## src/rtl/fft_avalon_pkg.sv

```systemverilog
// fft_avalon_pkg: shared widths, address map and types for the FFT Avalon write slave.
// Optional feature macro used by the top: FFT_AVALON_AUTO_START_EN.
package fft_avalon_pkg;
  localparam int ADDR_W = 9;
  localparam int DATA_W = 16;
  typedef logic [ADDR_W-1:0] addr_t;
  typedef logic [DATA_W-1:0] data_t;
  localparam addr_t NUM_SAMPLES = 9'd256;
  localparam addr_t CTRL_ADDR = 9'd256;
  localparam addr_t LAST_SAMPLE = NUM_SAMPLES - 9'd1;
endpackage

```

## src/rtl/fft_avalon_wr_detect.sv

```systemverilog
// fft_avalon_wr_detect: turns a level write request into a one-shot accept on its first cycle.
module fft_avalon_wr_detect (
  input  logic clk,
  input  logic n_rst,
  input  logic i_wr_req,
  output logic o_accept
);
  logic r_armed;
  assign o_accept = i_wr_req & r_armed;
  // Disarm while the request is held, rearm on the first idle cycle.
  always_ff @(posedge clk or negedge n_rst)
    if (!n_rst) r_armed <= 1'b1;
    else r_armed <= ~i_wr_req;
endmodule

```

## src/rtl/fft_avalon_slave.sv

```systemverilog
// fft_avalon_slave: Avalon-MM write slave feeding the FFT sample SRAM and the start control.
// Define FFT_AVALON_AUTO_START_EN to start the FFT automatically once all samples are written.
module fft_avalon_slave
  import fft_avalon_pkg::*;
(
  input  logic  clk,
  input  logic  n_rst,
  input  logic  slave_chipselect,
  input  logic  slave_read,
  input  logic  slave_write,
  input  addr_t slave_address,
  input  data_t slave_writedata,
  output logic  sWriteEn,
  output addr_t wAddress,
  output data_t fft_init_data,
  output logic  fft_start
);
  logic  w_wr_req, w_accept, w_sample, w_ctrl, w_auto, w_start, w_unused;
  addr_t r_count;
  assign w_unused = slave_read;
  assign w_wr_req = slave_chipselect & slave_write;
  fft_avalon_wr_detect u_wr_detect (
    .clk      (clk),
    .n_rst    (n_rst),
    .i_wr_req (w_wr_req),
    .o_accept (w_accept)
  );
  assign w_sample = w_accept && (slave_address < NUM_SAMPLES);
  assign w_ctrl = w_accept && (slave_address == CTRL_ADDR) && slave_writedata[0];
`ifdef FFT_AVALON_AUTO_START_EN
  assign w_auto = w_sample && (r_count == LAST_SAMPLE);
`else
  assign w_auto = 1'b0;
`endif
  assign w_start = w_ctrl | w_auto;
  always_ff @(posedge clk or negedge n_rst)
    if (!n_rst) begin
      sWriteEn <= 1'b0;
      wAddress <= '0;
      fft_init_data <= '0;
      fft_start <= 1'b0;
      r_count <= '0;
    end else begin
      sWriteEn <= w_sample;
      fft_start <= w_start;
      if (w_sample) begin
        wAddress <= slave_address;
        fft_init_data <= slave_writedata;
      end
      r_count <= w_start ? '0 : (w_sample && r_count != NUM_SAMPLES) ? r_count + 9'd1 : r_count;
    end
endmodule

```

## config.mk

```make
export PLATFORM = sky130hd
export DESIGN_NAME = fft_avalon_slave
export DESIGN_NICKNAME = d
export VERILOG_FILES = /design/src/rtl/fft_avalon_pkg.sv /design/src/rtl/fft_avalon_wr_detect.sv /design/src/rtl/fft_avalon_slave.sv
export SDC_FILE = /design/constraint.sdc
export NUM_CORES = 1
export LEC_CHECK = 0
export ABC_CLOCK_PERIOD_IN_PS = 3400
export CAP_MARGIN = 20
export CORE_MARGIN = 1.5
export CORE_UTILIZATION = 64
export CTS_CLUSTER_SIZE = 12
export DETAILED_ROUTE_END_ITERATION = 8
export DONT_BUFFER_PORTS = 1
export PLACE_DENSITY = 0.8
export SLEW_MARGIN = 20
export SYNTH_ARGS = -nofsm -noshare
export SYNTH_HDL_FRONTEND = slang
export SYNTH_SLANG_ARGS = --single-unit
```

## constraint.sdc

```tcl
create_clock -name clk -period 3.4 [get_ports clk]
set_input_delay 0.34 -clock clk [delete_from_list [all_inputs] [get_ports clk]]
set_output_delay 0.34 -clock clk [all_outputs]
set_load 0.02 [all_outputs]
```

==> results.py <==
metrics = {
    "global_route": {
        "grt_usage_pct": 18.00,
        "antenna_found_initial": 0,
        "grt_max_degree": 29,
        "grt_overflow": 0,
        "grt_pass1_wl_mm": 2.415,
        "grt_pass1_vias": 528,
    },
    "worst_setup_path": {
        "path_max_fanout": 26,
        "end_kind": "flop",
        "critPathLaunchType": "flop",
        "critPathKind": "flop to flop",
        "crit_arrival_ps": 1870,
        "crit_required_ps": 3620,
    },
    "clock_network": {
        "cts_max_level": 1,
        "cts_tree": "yes",
        "root_buffer": "clkbuf_4",
        "cts_hold_buf": 2,
        "clkSinkCount": 28,
        "cts_buffer_depth": 2,
        "cts.clk_slew.worst_paths_ps": 130,
        "post_cts_buffers": 0,
        "cts_resized": 0,
        "cts_buffers": 3,
        "clock_latency_ps": 320,
    },
    "synth": {
        "ys_seq_area_share_pct": 61.78,
        "syn-cell-area_um2": 1136,
        "synth_seq_cells": 28,
        "synth.avg_cell_area_um2": 18.03,
        "synthesis.nets": 93,
        "synth_cells": 63,
        "synth_cell_types": 12,
        "ys_warn_count": 0,
    },
    "pwr": {
        "cellPowerDensity_nw_per_um2": 684.1,
        "leakage_nw": 0.6060,
        "max-vdd-ir-drop_mv": 0.4355,
    },
    "die": {
        "die_w_um": 45.13,
        "die_y_um": 45.13,
        "dieArea_um2": 2037,
        "core_area_um2": 1689,
        "initial_core_util_pct": 67.26,
        "placementRows": 15,
        "ios": 57,
    },
    "route": {
        "drt_pre_antenna_iters": 4,
        "ant_nets": 0,
        "via_per_inst": 6.417,
        "dr_total_vias": 539,
        "drc": 0,
        "drt_iter0_drc": 3,
        "wl_per_cell_um": 20.35,
        "wirelength_mm": 1.709,
    },
    "finish": {
        "final_area_um2": 1217,
        "drive_gt1_share_pct": 47.76,
        "utilization_pct": 72.07,
        "final_nets": 98,
        "syn_to_final_growth_pct": 7.159,
        "fin_cells": 84,
        "diodes": 0,
    },
    "sta": {
        "tightest_slew_ps": 593.7,
        "clock_skew_ps": 6.520,
        "slew_violations": 0,
        "finalSetupTns_ps": 0,
        "post-route-period-util_pct": 48.52,
        "rsz0062_at_grt": "false",
        "relSlewSlack_pct": 60.36,
        "post-route-min-period_ps": 1650,
        "max_freq_ghz": 0.6062,
        "hold_viol_final": 0,
        "setup_violations": 0,
        "holdWs_ps": 40.35,
    },
    "run": {
        "max-cap-violations": 0,
    },
    "placement": {
        "io_buffers": 0,
        "placed_cells": 78,
        "gp_congestion": 0.6203,
        "placed_area_um2": 1135,
    },
    "status": {
        "status": "completed",
    },
    "min_path": {
        "hold_class": "input pin to flop",
    },
}
-- state kept, by name, summed over array words and instances, names as in the netlist --
register,cells
wAddress,9
sWriteEn,1
fft_init_data,16
u_wr_detect.r_armed,1
fft_start,1
-- kinds of logic after synthesis --
logic type / Yosys count / share of synthesized area [%]
muxes: 24 / 29.74
DFF: 28 / 61.78
buffers and inverters: 3 / 2.312
and+or+nand+nor: 8 / 6.167
-- power by group --
group          leakage, nW  internal (mW)  switching (mW)
sequential           0.338          0.395           0.121
clock               0.0279          0.119          0.0920
combinational        0.240         0.0779          0.0275
total                0.606          0.592           0.240
-- final timing paths --
path | start | slack, ps | depth (start not counted) | to
worst max register to register | u_wr_detect.r_armed$_DFF_PN1_ | 1750 | 2 | fft_init_data[10]$_DFFE_PN0P_
worst min-delay path | slave_write | 40 | 1 | u_wr_detect.r_armed$_DFF_PN1_
min in group asynchronous | n_rst | 430 | 2 | wAddress[6]$_DFFE_PN0P_
worst min register to register | u_wr_detect.r_armed$_DFF_PN1_ | 550 | 2 | fft_start$_DFF_PN0_
max in group asynchronous | n_rst | 2740 | 2 | u_wr_detect.r_armed$_DFF_PN1_
worst max-delay path | u_wr_detect.r_armed$_DFF_PN1_ | 1750 | 2 | fft_init_data[10]$_DFFE_PN0P_
-- stage by stage --
stage / worst slack, ps / power [mW]
detailed placement: 1762 / 0.6191
CTS: 1742 / 0.8413
floorplan: 2095 / 0.6021
global placement: 1785 / 0.6146
global route: 1690 / 0.8699
finish: 1750 / 0.8328
-- synth_stat cells --
cell type  count  area share, %
mux2_2         6            5.9
nand4b_4       1            2.1
nand2_1        2           0.66
dfstp_2        1            2.3
inv_1          1           0.33
nand3_1        1           0.44
dfrtp_1       27             59
and2_1         1           0.55
or4_1          2            1.3
buf_6          2            2.0
nor4_2         1            1.1
mux2_4        18             24
-- routing by layer --
metal  global-route usage (%)  part of all wire [%]
met5                        0                     0
met4                    8.824                   1.8
met3                    9.600                    11
met2                    28.86                    49
met1                    19.30                    38
-- critical path, stage by stage, from the launching register on --
cell	delay, ps
dfstp_2	580
nand4b_4	490
mux2_4	480
-- cell type report --
type | count | area, µm²
Tap cell | 17 | 21.27
Multi-Input combinational cell | 32 | 407.9
Clock buffer | 3 | 22.52
Timing Repair Buffer | 2 | 30.03
Clock inverter | 1 | 30.03
Sequential cell | 28 | 701.9
Inverter | 1 | 3.754
Fill cell | 124 | 471.7
-- layout by cell type (no fill, tap or decap) --
cell type      count
nand4b_4           1
inv_1              1
dfstp_2            1
buf_12             1
dlygate4sd3_1      1
nand2_1            2
and2_1             1
mux2_2             6
nor4_2             1
clkbuf_4           3
dfrtp_1           27
bufinv_16          1
nand3_1            1
or4_1              2
mux2_4            18
Note: power is estimated with default switching activity, not from simulation.
